==> config.mk <==
export PLATFORM = sky130hd
export DESIGN_NAME = xgmii_tx_frame_arbiter
export DESIGN_NICKNAME = d
export VERILOG_FILES = /design/src/rtl/xgmii_axis_pkg.sv /design/src/rtl/rr_priority_pick.sv /design/src/rtl/xgmii_tx_frame_arbiter.sv
export SDC_FILE = /design/constraint.sdc
export NUM_CORES = 1
export LEC_CHECK = 0
export ABC_AREA = 0
export CAP_MARGIN = 20
export CORE_AREA = 4 4 87 89
export DETAILED_ROUTE_END_ITERATION = 6
export DIE_AREA = 0 0 91 93
export DONT_BUFFER_PORTS = 1
export PLACE_DENSITY = 0.52
export SLEW_MARGIN = 0
export SYNTH_ARGS = -nofsm -noshare
export SYNTH_HDL_FRONTEND = slang
export SYNTH_SLANG_ARGS = --single-unit
==> constraint.sdc <==
create_clock -name clk -period 5.6 [get_ports clk]
set_input_delay 0.56 -clock clk [delete_from_list [all_inputs] [get_ports clk]]
set_output_delay 0.56 -clock clk [all_outputs]
set_load 0.02 [all_outputs]
==> src/rtl/xgmii_axis_pkg.sv <==
// Shared types and constants for the XGMII TX AXI4-Stream path.
package xgmii_axis_pkg;

   localparam int XGMII_DATA_WIDTH = 64;
   localparam int XGMII_KEEP_WIDTH = 8;

   typedef enum logic [1:0] {
      IDLE = 2'd0,
      XFER = 2'd1,
      GAP  = 2'd2
   } arb_state_t;

   typedef struct packed {
      logic [XGMII_DATA_WIDTH-1:0] dat;
      logic [XGMII_KEEP_WIDTH-1:0] keep;
      logic                        last;
   } axis_beat_t;

endpackage

==> src/rtl/rr_priority_pick.sv <==
// Round-robin picker: one-hot winner is the first requester after 'last', wrapping upward.
// Purely combinational, no backpressure; winner is zero when nothing requests.
module rr_priority_pick #(
   parameter int N  = 2,
   parameter int IW = (N > 1) ? $clog2(N) : 1
) (
   input  logic [N-1:0]  request,
   input  logic [IW-1:0] last,
   output logic [N-1:0]  winner
);

   always_comb begin
      logic          found;
      logic [IW-1:0] idx;
      winner = '0;
      found  = 1'b0;
      idx    = '0;
      for (int k = 1; k <= N; k++) begin
         idx = IW'((int'(last) + k) % N);
         if (!found && request[idx]) begin
            winner[idx] = 1'b1;
            found       = 1'b1;
         end
      end
   end

endmodule

==> src/rtl/xgmii_tx_frame_arbiter.sv <==
// Round-robin frame arbiter onto one TX stream: grant 1 cycle after request, zero-latency datapath.
// m_axis_tready passes straight to the granted source only; IFG_CYCLES idle cycles follow each frame.
module xgmii_tx_frame_arbiter
   import xgmii_axis_pkg::*;
#(
   parameter int NUM_PORTS  = 2,
   parameter int DATA_WIDTH = 64,
   parameter int IFG_CYCLES = 1,
   parameter int MAX_BEATS  = 1200
) (
   input  logic                              clk,
   input  logic                              rst_n,
   input  logic [NUM_PORTS-1:0]              s_axis_tvalid,
   output logic [NUM_PORTS-1:0]              s_axis_tready,
   input  logic [NUM_PORTS*DATA_WIDTH-1:0]   s_axis_tdata,
   input  logic [NUM_PORTS*DATA_WIDTH/8-1:0] s_axis_tkeep,
   input  logic [NUM_PORTS-1:0]              s_axis_tlast,
   output logic                              m_axis_tvalid,
   input  logic                              m_axis_tready,
   output logic [DATA_WIDTH-1:0]             m_axis_tdata,
   output logic [DATA_WIDTH/8-1:0]           m_axis_tkeep,
   output logic                              m_axis_tlast,
   output logic [NUM_PORTS-1:0]              grant,
   output logic                              frame_done,
   output logic                              error_oversize
);

   localparam int IW = $clog2(NUM_PORTS);
   localparam int KW = DATA_WIDTH / 8;

   if (DATA_WIDTH != XGMII_DATA_WIDTH) begin : g_bad_width
      $error("xgmii_tx_frame_arbiter: DATA_WIDTH must be 64");
   end
   if (NUM_PORTS < 2 || NUM_PORTS > 4) begin : g_bad_ports
      $error("xgmii_tx_frame_arbiter: NUM_PORTS must be 2..4");
   end
   if (IFG_CYCLES < 0 || IFG_CYCLES > 15 || MAX_BEATS < 8 || MAX_BEATS > 4095) begin : g_bad_cfg
      $error("xgmii_tx_frame_arbiter: IFG_CYCLES or MAX_BEATS out of range");
   end

   arb_state_t           state, state_nxt;
   logic [NUM_PORTS-1:0] grant_nxt, pick;
   logic [IW-1:0]        last_idx, last_nxt, pick_idx;
   logic [3:0]           ifg_cnt, ifg_nxt;
   logic [11:0]          beat_cnt, beat_nxt;
   logic                 ovs_seen, ovs_nxt;
   axis_beat_t           src [NUM_PORTS];
   axis_beat_t           sel;
   logic                 xfer, beat_hs;

   for (genvar i = 0; i < NUM_PORTS; i++) begin : g_src
      assign src[i] = '{dat:  s_axis_tdata[i*DATA_WIDTH +: DATA_WIDTH],
                        keep: s_axis_tkeep[i*KW +: KW],
                        last: s_axis_tlast[i]};
   end

   rr_priority_pick #(.N(NUM_PORTS), .IW(IW)) u_pick (
      .request (s_axis_tvalid),
      .last    (last_idx),
      .winner  (pick)
   );

   always_comb begin
      pick_idx = '0;
      for (int i = 0; i < NUM_PORTS; i++) begin
         if (pick[i]) pick_idx = IW'(i);
      end
   end

   // last_idx doubles as the current owner while in XFER
   assign xfer           = (state == XFER);
   assign sel            = src[last_idx];
   assign m_axis_tvalid  = xfer & s_axis_tvalid[last_idx];
   assign m_axis_tdata   = xfer ? sel.dat  : '0;
   assign m_axis_tkeep   = xfer ? sel.keep : '0;
   assign m_axis_tlast   = xfer & sel.last;
   assign s_axis_tready  = xfer ? (grant & {NUM_PORTS{m_axis_tready}}) : '0;
   assign beat_hs        = m_axis_tvalid & m_axis_tready;
   assign frame_done     = beat_hs & m_axis_tlast;
   assign error_oversize = beat_hs & ~ovs_seen & (beat_cnt == 12'(MAX_BEATS));

   always_comb begin
      state_nxt = state;
      grant_nxt = grant;
      last_nxt  = last_idx;
      ifg_nxt   = ifg_cnt;
      beat_nxt  = beat_cnt;
      ovs_nxt   = ovs_seen;
      case (state)
         IDLE: begin
            if (|s_axis_tvalid) begin
               state_nxt = XFER;
               grant_nxt = pick;
               last_nxt  = pick_idx;
               beat_nxt  = '0;
               ovs_nxt   = 1'b0;
            end
         end
         XFER: begin
            if (beat_hs) begin
               if (beat_cnt != 12'hFFF) beat_nxt = beat_cnt + 12'd1;
               if (error_oversize) ovs_nxt = 1'b1;
               if (m_axis_tlast) begin
                  grant_nxt = '0;
                  if (IFG_CYCLES > 0) begin
                     state_nxt = GAP;
                     ifg_nxt   = 4'(IFG_CYCLES);
                  end else begin
                     state_nxt = IDLE;
                  end
               end
            end
         end
         GAP: begin
            if (ifg_cnt <= 4'd1) begin
               state_nxt = IDLE;
               ifg_nxt   = '0;
            end else begin
               ifg_nxt = ifg_cnt - 4'd1;
            end
         end
         default: state_nxt = IDLE;
      endcase
   end

   always_ff @(posedge clk or negedge rst_n) begin
      if (!rst_n) begin
         state    <= IDLE;
         grant    <= '0;
         last_idx <= IW'(NUM_PORTS - 1);
         ifg_cnt  <= '0;
         beat_cnt <= '0;
         ovs_seen <= 1'b0;
      end else begin
         state    <= state_nxt;
         grant    <= grant_nxt;
         last_idx <= last_nxt;
         ifg_cnt  <= ifg_nxt;
         beat_cnt <= beat_nxt;
         ovs_seen <= ovs_nxt;
      end
   end

endmodule

# Word-level counts from Yosys, hierarchy flattened

Index checks and enable logic that the tools add are counted.

Add/sub/neg operators: 4
$lt $le $gt $ge: 7
Equal/unequal tests: 10
Multiplexer cells: 41
Bitwise logic cells: 10
Reduce and logical (&&, ||, !) cells: 14

Operator list:

| cell                                                                             | count |
|---|---|
| 73-bit 2-to-1 mux                                                                | 3 |
| 64-bit 2-to-1 mux                                                                | 1 |
| 12-bit 2-to-1 mux                                                                | 3 |
| 12-bit case mux with 2 select lines                                              | 1 |
| 2-bit 2-to-1 mux                                                                 | 10 |
| 4-bit AND reduction                                                              | 4 |
| 1-bit 2-to-1 mux                                                                 | 13 |
| 12-bit by 1-bit adder with 12-bit output, second input constant                  | 1 |
| 12-bit by 11-bit equality test with 1-bit output, second input constant          | 1 |
| 4-bit 2-to-1 mux                                                                 | 3 |
| 12-bit inequality test, second input constant                                    | 1 |
| 8-bit 2-to-1 mux                                                                 | 1 |
| 2-bit inequality test, second input constant                                     | 4 |
| 4-bit case mux with 2 select lines                                               | 1 |
| 1-bit bitwise AND                                                                | 6 |
| 1-bit by 2-bit < comparator with 1-bit output, second input constant             | 3 |
| 2-bit case mux with 3 select lines                                               | 1 |
| 4-bit by 1-bit less-or-equal comparator with 1-bit output, second input constant | 1 |
| 2-bit by 1-bit inequality test with 1-bit output, second input constant          | 2 |
| 2-bit case mux with 2 select lines                                               | 1 |
| 2-bit nonzero test                                                               | 2 |
| 4-bit by 1-bit subtractor with 4-bit output, second input constant               | 1 |
| 1-bit logical AND                                                                | 3 |
| 3-bit AND reduction                                                              | 1 |
| 15 further kinds                                                                 | 18 |

Register bits: 22
Bits of input ports: 151
Output and inout port bits: 80
Logic and storage cells: 92

# Logic depth before layout (Yosys ltp)

Gate-level depths: netlist of run 1.

Depth in word-level cells: 10
Gate-level depth with buffers: 7

# Cells and area by module

Synthesis of run 1 repeated with hierarchy kept, for this count alone.

Cell total of the unflattened synthesis: 305
Area, all modules: 2403.6 sq um

Modules (own cells, without submodules):

| module                 | times used | cells each | area an instance (sq um) | seq. area each (sq um) |
|---|---|---|---|---|
| xgmii_tx_frame_arbiter | 1          | 302        | 2384.8                   | 551.8 |
| rr_priority_pick       | 1          | 3          | 18.8                     | 0.0 |

# Worst setup path before layout of run 1

Ideal clock, no wire load.

Path type: register to output
From: register last_idx
To: output error_oversize
Data arrival time: 1.759 ns
Required time: 5.040 ns
Slack: 3.281 ns
Cell stages (with the launch flop): 6
Buffers on the path: 2
Path through: dfstp_2 buf_2 mux2i_1 or3_1 buf_6 nor3_1

Longest elaborated chain between the ends: 6

Ends and longest elaborated chain:

| element                                              | line                          | RTL |
|---|---|---|
| start, declared                                      | xgmii_tx_frame_arbiter.sv:43  | `logic [IW-1:0] last_idx, last_nxt, pick_idx;` |
| start signal, assigned                               | xgmii_tx_frame_arbiter.sv:130 | `last_idx <= IW'(NUM_PORTS - 1);` |
| start signal, assigned                               | xgmii_tx_frame_arbiter.sv:137 | `last_idx <= last_nxt;` |
| 1-bit 2-to-1 mux (implied by the code) (2 in series) | xgmii_tx_frame_arbiter.sv:73  | `assign m_axis_tvalid = xfer & s_axis_tvalid[last_idx];` |
| 1-bit bitwise AND                                    | xgmii_tx_frame_arbiter.sv:73  |  |
| 1-bit bitwise AND                                    | xgmii_tx_frame_arbiter.sv:78  | `assign beat_hs = m_axis_tvalid & m_axis_tready;` |
| 1-bit bitwise AND (2 in series)                      | xgmii_tx_frame_arbiter.sv:80  | `assign error_oversize = beat_hs & ~ovs_seen & (beat_cnt == 12'(MAX_BEATS));` |
| end, declared                                        | xgmii_tx_frame_arbiter.sv:25  | `output logic error_oversize` |

Every way passes these cells. The select of a mux whose other input is x is not followed.

# Worst setup path in the final report of run 1

From: register state[1]
To: output error_oversize

Longest elaborated chain between the ends: 5

Ends and longest elaborated chain:

| element                                        | line                          | RTL |
|---|---|---|
| start, declared                                | xgmii_tx_frame_arbiter.sv:41  | `arb_state_t state, state_nxt;` |
| start signal, assigned                         | xgmii_tx_frame_arbiter.sv:135 | `state <= state_nxt;` |
| 2-bit by 1-bit equality test with 1-bit output | xgmii_tx_frame_arbiter.sv:71  | `assign xfer = (state == XFER);` |
| 1-bit bitwise AND                              | xgmii_tx_frame_arbiter.sv:73  |  |
| 1-bit bitwise AND                              | xgmii_tx_frame_arbiter.sv:78  |  |
| 1-bit bitwise AND (2 in series)                | xgmii_tx_frame_arbiter.sv:80  |  |

Every way passes these cells.

==> run summary, run 1 <==
Fmax: 0.311 GHz
Grt ovf: 0
Slew Limit Fails: 0
Worst Clk Skew: 6.24 ps
Cell Area, Synth: 2370 µm²
CP max FO: 80
Endpoints failing setup: 0
Nets: 447
Hold Path Class: in2async
RSZ-0062 raised after global routing: false
CP Cell Sequence: nand2b_4, or3_1, nor3_1
CTS Root Cell: clkbuf_8
Worst-path clk slew: 80 ps
Layout cells sized above 1: 0.0481
Vias: 2225
Status: completed
Die area: 8460 µm²
Fin. Hold Viols: 0
Register Area: 556 µm²
# DRC: 0
First-pass GRT wire length: 13200 µm
Die span in x: 91 µm
CP Class: reg2out
Layout fillers: 697
FP Rows: 30
Via count of the first global-routing pass: 2080
Yosys warns: 0
Initial DRC count: 142
Minimum clock period after layout: 3220 ps
Post-CTS sizing: 0
Pwr Density: 626 nW/µm²
DR vias/cell: 5.93
Crit. End Element: output port
Startpoint types: flip-flop
IO Pins: 231
Post-Place Cells: 365
Worst skew pair latency: 260 ps
Final HPWL DP: 8040 µm
Initial Utilization: 0.350
Routed Antenna Nets: 0
Antenna violations before repair: 4
Sum Neg Setup Slack: 0 ps
Largest net degree at the start of global routing: 81
Peak supply drop: 0.308 mV
Die height: 93 µm
Synthesized net count: 459
H-tree depth: 1
Yosys cell types: 40
Sequential cell area fraction in the yosys report: 0.233
FF+latch count, synth: 22
Cells after synthesis: 304
WHS: 138 ps
CTS Buffer Depth: 2
Multi-input gate area: 1690 µm²
Measured slew at the worst slew-check pin: 982 ps
Area Overhead vs Synth: 4.60%
Max_slew headroom: 0.345
Avg Cell Area, Syn: 7.78 µm²
Final Cycle Share: 0.574
CTS tree: built
Port Buf Inserts: 0
Max incr delay on CP: 720 ps
Leakage: 1.12 nW
Post-route insts no fill: 375
Routed WL: 9600 µm
GPL Wtd Cong: 0.809
Tot GR Track Use: 0.205
CTS buffer count: 3
WP data arrival: 2660 ps
Core area: 6760 µm²
WL per Instance: 25.6 µm
CP max-delay cell: or3_1
Clock Sinks: 22
Initial DRT Pass Iterations: 4
Max-cap violations: 0
WP data required: 5040 ps
synth_stat cells (all sizes together):
master / count / share of area
dfrtp: 21 / 0.22
nand2b: 4 / 0.014
o21a: 2 / 0.0063
inv: 6 / 0.0095
and2: 1 / 0.0026
nand3: 9 / 0.019
a2111oi: 2 / 0.013
a21oi: 4 / 0.010
dfstp: 1 / 0.011
o31ai: 1 / 0.0032
nand2: 8 / 0.013
nor4bb: 1 / 0.0042
buf: 15 / 0.032
a21o: 1 / 0.0032
nor4: 1 / 0.0026
nor3: 5 / 0.011
clkbuf: 6 / 0.010
nor2b: 3 / 0.0079
nand4b: 2 / 0.0074
nor4b: 1 / 0.0063
mux2i: 75 / 0.32
or3: 1 / 0.0026
a31oi: 1 / 0.0026
xnor2: 5 / 0.019
and3: 6 / 0.016
o21ai: 18 / 0.038
a41o: 1 / 0.0042
and4: 1 / 0.0037
ha: 4 / 0.021
or4b: 1 / 0.0042
a22o: 1 / 0.0037
a211oi: 3 / 0.0095
nand4: 3 / 0.0079
nor2: 90 / 0.14
critical path: cells and delay by family (launching register included):
| kind | cells | cell delay [ps] |
|---|---|---|
| AND/OR/NAND/NOR | 3 | 1950 |
| flip-flops | 1 | 450 |
per-layer routing:
metal	up-vias	GRT usage	share of wire
met1	1020	0.267	0.42
met4	6	0.0239	0.0046
li1	1036	-	-
met2	153	0.311	0.45
met5	-	0	0.0035
met3	10	0.106	0.12
placed cells by master, fill, tap and decap left out, types with 2 or more instances in the layout:
cell type  netlist  routed
nor2_1          90      90
xnor2_1          5       5
mux2i_1         75      75
nand3_1          9       9
a21oi_1          3       3
nand2_1          8       8
dfrtp_1         21      21
buf_4            0       2
and3_1           6       6
a2111oi_2        2       2
o21a_1           2       2
nor2b_1          3       3
diode_2          0       4
nand4_1          3       3
clkbuf_8         0       4
o21ai_1          2       2
a211oi_1         3       3
o21ai_0         16      16
ha_1             4       4
inv_1            6       6
nor3_1           5       5
nand2b_1         3       3
nand4b_1         2       2
registers in the layout, summed over array words and instances, names as in the netlist:
register / cells
state: 2
beat_cnt: 12
grant: 2
ovs_seen: 1
ifg_cnt: 4
last_idx: 1
final cells by class:
cell class / count / area share
well taps: 80 / 0.0404
clock buffers: 4 / 0.0222
repair buffers: 4 / 0.0162
flip-flops and latches: 22 / 0.224
multi-input cells: 255 / 0.684
diodes: 4 / 0.00404
inverters: 6 / 0.00910
power by group:
part	leakage (nW)	internal, W	switching [W]	total, W
logic	0.805	0.000291	0.000874	0.00117
clock network	0.0288	0.0000626	0.0000504	0.000113
registers	0.290	0.000200	0.0000707	0.000271
total	1.12	0.000554	0.000995	0.00155
worst paths after layout:
check                                 start  cells after the start  slack (ps)              to
min in group clk           s_axis_tvalid[1]                      2         440        last_idx
setup reg to reg                   state[1]                      5        2960        ovs_seen
hold / removal                        rst_n                      0         140        last_idx
max in group asynchronous             rst_n                      2        4450     beat_cnt[2]
hold reg to reg                    ovs_seen                      2         510        ovs_seen
setup / recovery                   state[1]                      3        2380  error_oversize
what timing repair did:
action / 4_1_cts / 5_1_grt
endpoints found under the setup margin: 0 / 0
buffers inserted: 0 / 0
endpoints found under the hold margin: 21 / 0
hold buffers: 1 / 0
stage by stage:
step	power, W	utilization	cell area (µm²)	worst slack [ps]
after floorplan	0.00130	-	2370	3280
after global placement	0.00143	0.353	2380	2730
after detailed placement	0.00144	0.353	2380	2660
after CTS	0.00156	0.363	2450	2350
after global routing	0.00166	0.365	2460	2180
final	0.00155	0.366	2470	2380
logic make-up (layout without fill, tap and decap cells):
family | after synthesis | count (layout) | share of synthesized area
xor gates and xnor gates | 5 | 5 | 0.0185
buffers and inverters | 27 | 14 | 0.0518
AOI/OAI and AO/OA | 34 | 34 | 0.0936
DFF | 22 | 22 | 0.233
adders and majority gates | 4 | 4 | 0.0212
and+or+nand+nor | 137 | 137 | 0.264
other | 0 | 4 | 0
muxes | 75 | 75 | 0.317
No activity file was read; power rests on OpenSTA's default activity.
==> run 2: changes to the inputs <==
==> constraint.sdc (replaced) <==
create_clock -name clk -period 3.3 [get_ports clk]
set_input_delay 0.33 -clock clk [delete_from_list [all_inputs] [get_ports clk]]
set_output_delay 0.33 -clock clk [all_outputs]
set_load 0.02 [all_outputs]
==> run 2 against run 1 <==
  * Utilization grew 0.44 points
  * Global-route usage grew 0.46 points
  * Worst setup slack lost 1500 ps
  * Non-clock buffer count grew 3
  * Register-to-register slack lost 1900 ps
  * Clock power grew 74%
  * Critical path depth grew 1
  * Sequential power grew 57%
  * Die area is the same
  * Cell count grew 0.27%
  * Via count grew 0.76%
  * Combinational power grew 73%
  * Largest power group unchanged
==> run summary, run 2 (synthesis results as in run 1) <==
Routed Antenna Nets: 0 (unchanged)
Max reg flops: 12 (unchanged)
Via count of the first global-routing pass: 2087 (+0.34%)
Port Buf Inserts: 0 (unchanged)
Grt ovf: 0 (unchanged)
Setup Buffers After CTS: 0 (unchanged)
Antenna violations before repair: 3 (-1)
Area Overhead vs Synth: 5.87%
Final HPWL DP: 8280 µm (+2.9%)
# DRC: 0 (unchanged)
Sum Neg Setup Slack: 0 ps (unchanged)
RSZ-0062 raised after global routing: false
Worst reg2reg path depth: 5 (unchanged)
Post-route insts no fill: 376 (+0.27%)
Clock Sinks: 22 (unchanged)
Routed WL: 9730 µm (+1.3%)
Biggest register: beat_cnt
Worst r2r dst: beat_cnt[5]
Layout cells sized above 1: 0.0578 (+0.00971)
Bufs and invs on worst path: 1 (+1)
Worst Clk Skew: 2.73 ps (-3.51 ps)
R2r setup slk: 1030 ps (-1930 ps)
DR vias/cell: 5.96 (+0.50%)
WP data arrival: 2120 ps (-540 ps)
Startpoint types: flip-flop
Leakage: 1.14 nW (+1.8%)
Largest net degree at the start of global routing: 45 (-44%)
WHS: 196 ps (+57.9 ps)
Fmax: 0.408 GHz
CP Cell Sequence: nand2b_4, or3_1, nor3_1, buf_4
Worst-path clk slew: 80 ps (about the same)
Nets: 450 (+0.67%)
CTS buffer count: 3 (unchanged)
Slew Limit Fails: 0 (unchanged)
CP startpoint: state[1]
WHS Path Cells: 2
CP Class: reg2out
WP data required: 2970 ps (-2070 ps)
Crit. End Element: output port
Multi-input gate area: 1690 µm² (unchanged)
H-tree depth: 1 (unchanged)
WL per Instance: 25.9 µm (+1.1%)
CP max-delay cell: or3_1
CTS Buffer Depth: 2 (unchanged)
CTS Root Cell: clkbuf_8
Fin. Hold Viols: 0 (unchanged)
CTS tree: built
Vias: 2242 (+0.76%)
Largest regs: beat_cnt x12, ifg_cnt x4
Commonest non-fill, non-tap cell in the layout: nor2_1
Die span in x: 91 µm (unchanged)
Hold Path Class: in2reg
Max-cap violations: 0 (unchanged)
Max_slew headroom: 0.428 (+0.0830)
Register Area: 556 µm² (unchanged)
IO Pins: 231 (unchanged)
Delay-heaviest family, CP: simple AND/OR/NAND/NOR gates
First-pass GRT wire length: 13400 µm (+1.6%)
WP depth: 4 (+1)
Measured slew at the worst slew-check pin: 852 ps (-130 ps)
Minimum clock period after layout: 2450 ps
Initial DRT Pass Iterations: 4 (unchanged)
GPL Wtd Cong: 0.918 (+13%)
Die area: 8460 µm² (unchanged)
R2r startpoint: state[1]
Endpoints failing setup: 0 (unchanged)
Post-Place Cells: 368 (+0.82%)
Status: completed
Commonest non-fill, non-tap cells in the layout: nor2_1, mux2i_1, dfrtp_1
Layout fillers: 690 (-1.0%)
Final Cycle Share: 0.744
Peak supply drop: 0.408 mV (+33%)
Core area: 6760 µm² (unchanged)
Worst skew pair latency: 260 ps (about the same)
Initial Utilization: 0.350 (unchanged)
Initial DRC count: 79 (-44%)
Tot GR Track Use: 0.209 (+0.00455)
Worst setup path endpoint: error_oversize
CP max FO: 44 (-45%)
Die height: 93 µm (unchanged)
Max incr delay on CP: 630 ps (-90 ps)
Pwr Density: 1060 nW/µm² (+69%)
FP Rows: 30 (unchanged)
## run 2: cell types whose count changed in the layout (fill, tap and decap cells not counted)
cell,previous run,this run
diode_2,4,2
buf_4,2,5
buf_8,1,0
buf_16,0,1
## run 2: cell type report
cell class / count / share of cell area
diodes: 2 / 0.00200
clock buffers: 4 / 0.0220
inverters: 6 / 0.00899
multi-input cells: 255 / 0.675
flip-flops and latches: 22 / 0.222
well taps: 80 / 0.0400
repair buffers: 7 / 0.0300
## run 2: metrics by stage
stage	instance area, µm²	utilization	power [W]	setup WS, ps
4_1_cts	2470	0.366	0.00266	805
2_1_floorplan	2370	-	0.00220	1080
3_5_place_dp	2410	0.356	0.00245	1040
5_1_grt	2500	0.370	0.00283	708
6_report	2500	0.371	0.00265	846
3_3_place_gp	2410	0.356	0.00245	1090
## run 2: routing by layer
layer,GRT usage,vias up,routed length (µm)
met5,0,-,33
met4,0.0427,4,141
met3,0.113,16,1290
met2,0.310,153,4250
met1,0.270,1024,4010
li1,-,1045,-
## run 2: report_power, final
group | internal (W) | switching [W]
Clock | 0.000106 | 0.0000904
Combinational | 0.000502 | 0.00152
Sequential | 0.000338 | 0.0000878
## run 2: repair_timing
action / in CTS / in global routing
hold endpoints to repair: 22 / 0
hold buffers: 1 / 0
gates resized for setup: 0 / 0
## run 2: how the worst min path moves through the flow
stage,start,endpoint
global placement,rst_n,beat_cnt[10]
global route,s_axis_tvalid[1],last_idx
CTS,s_axis_tvalid[1],last_idx
finish,s_axis_tvalid[1],last_idx
floorplan,rst_n,beat_cnt[0]
detailed placement,rst_n,beat_cnt[10]
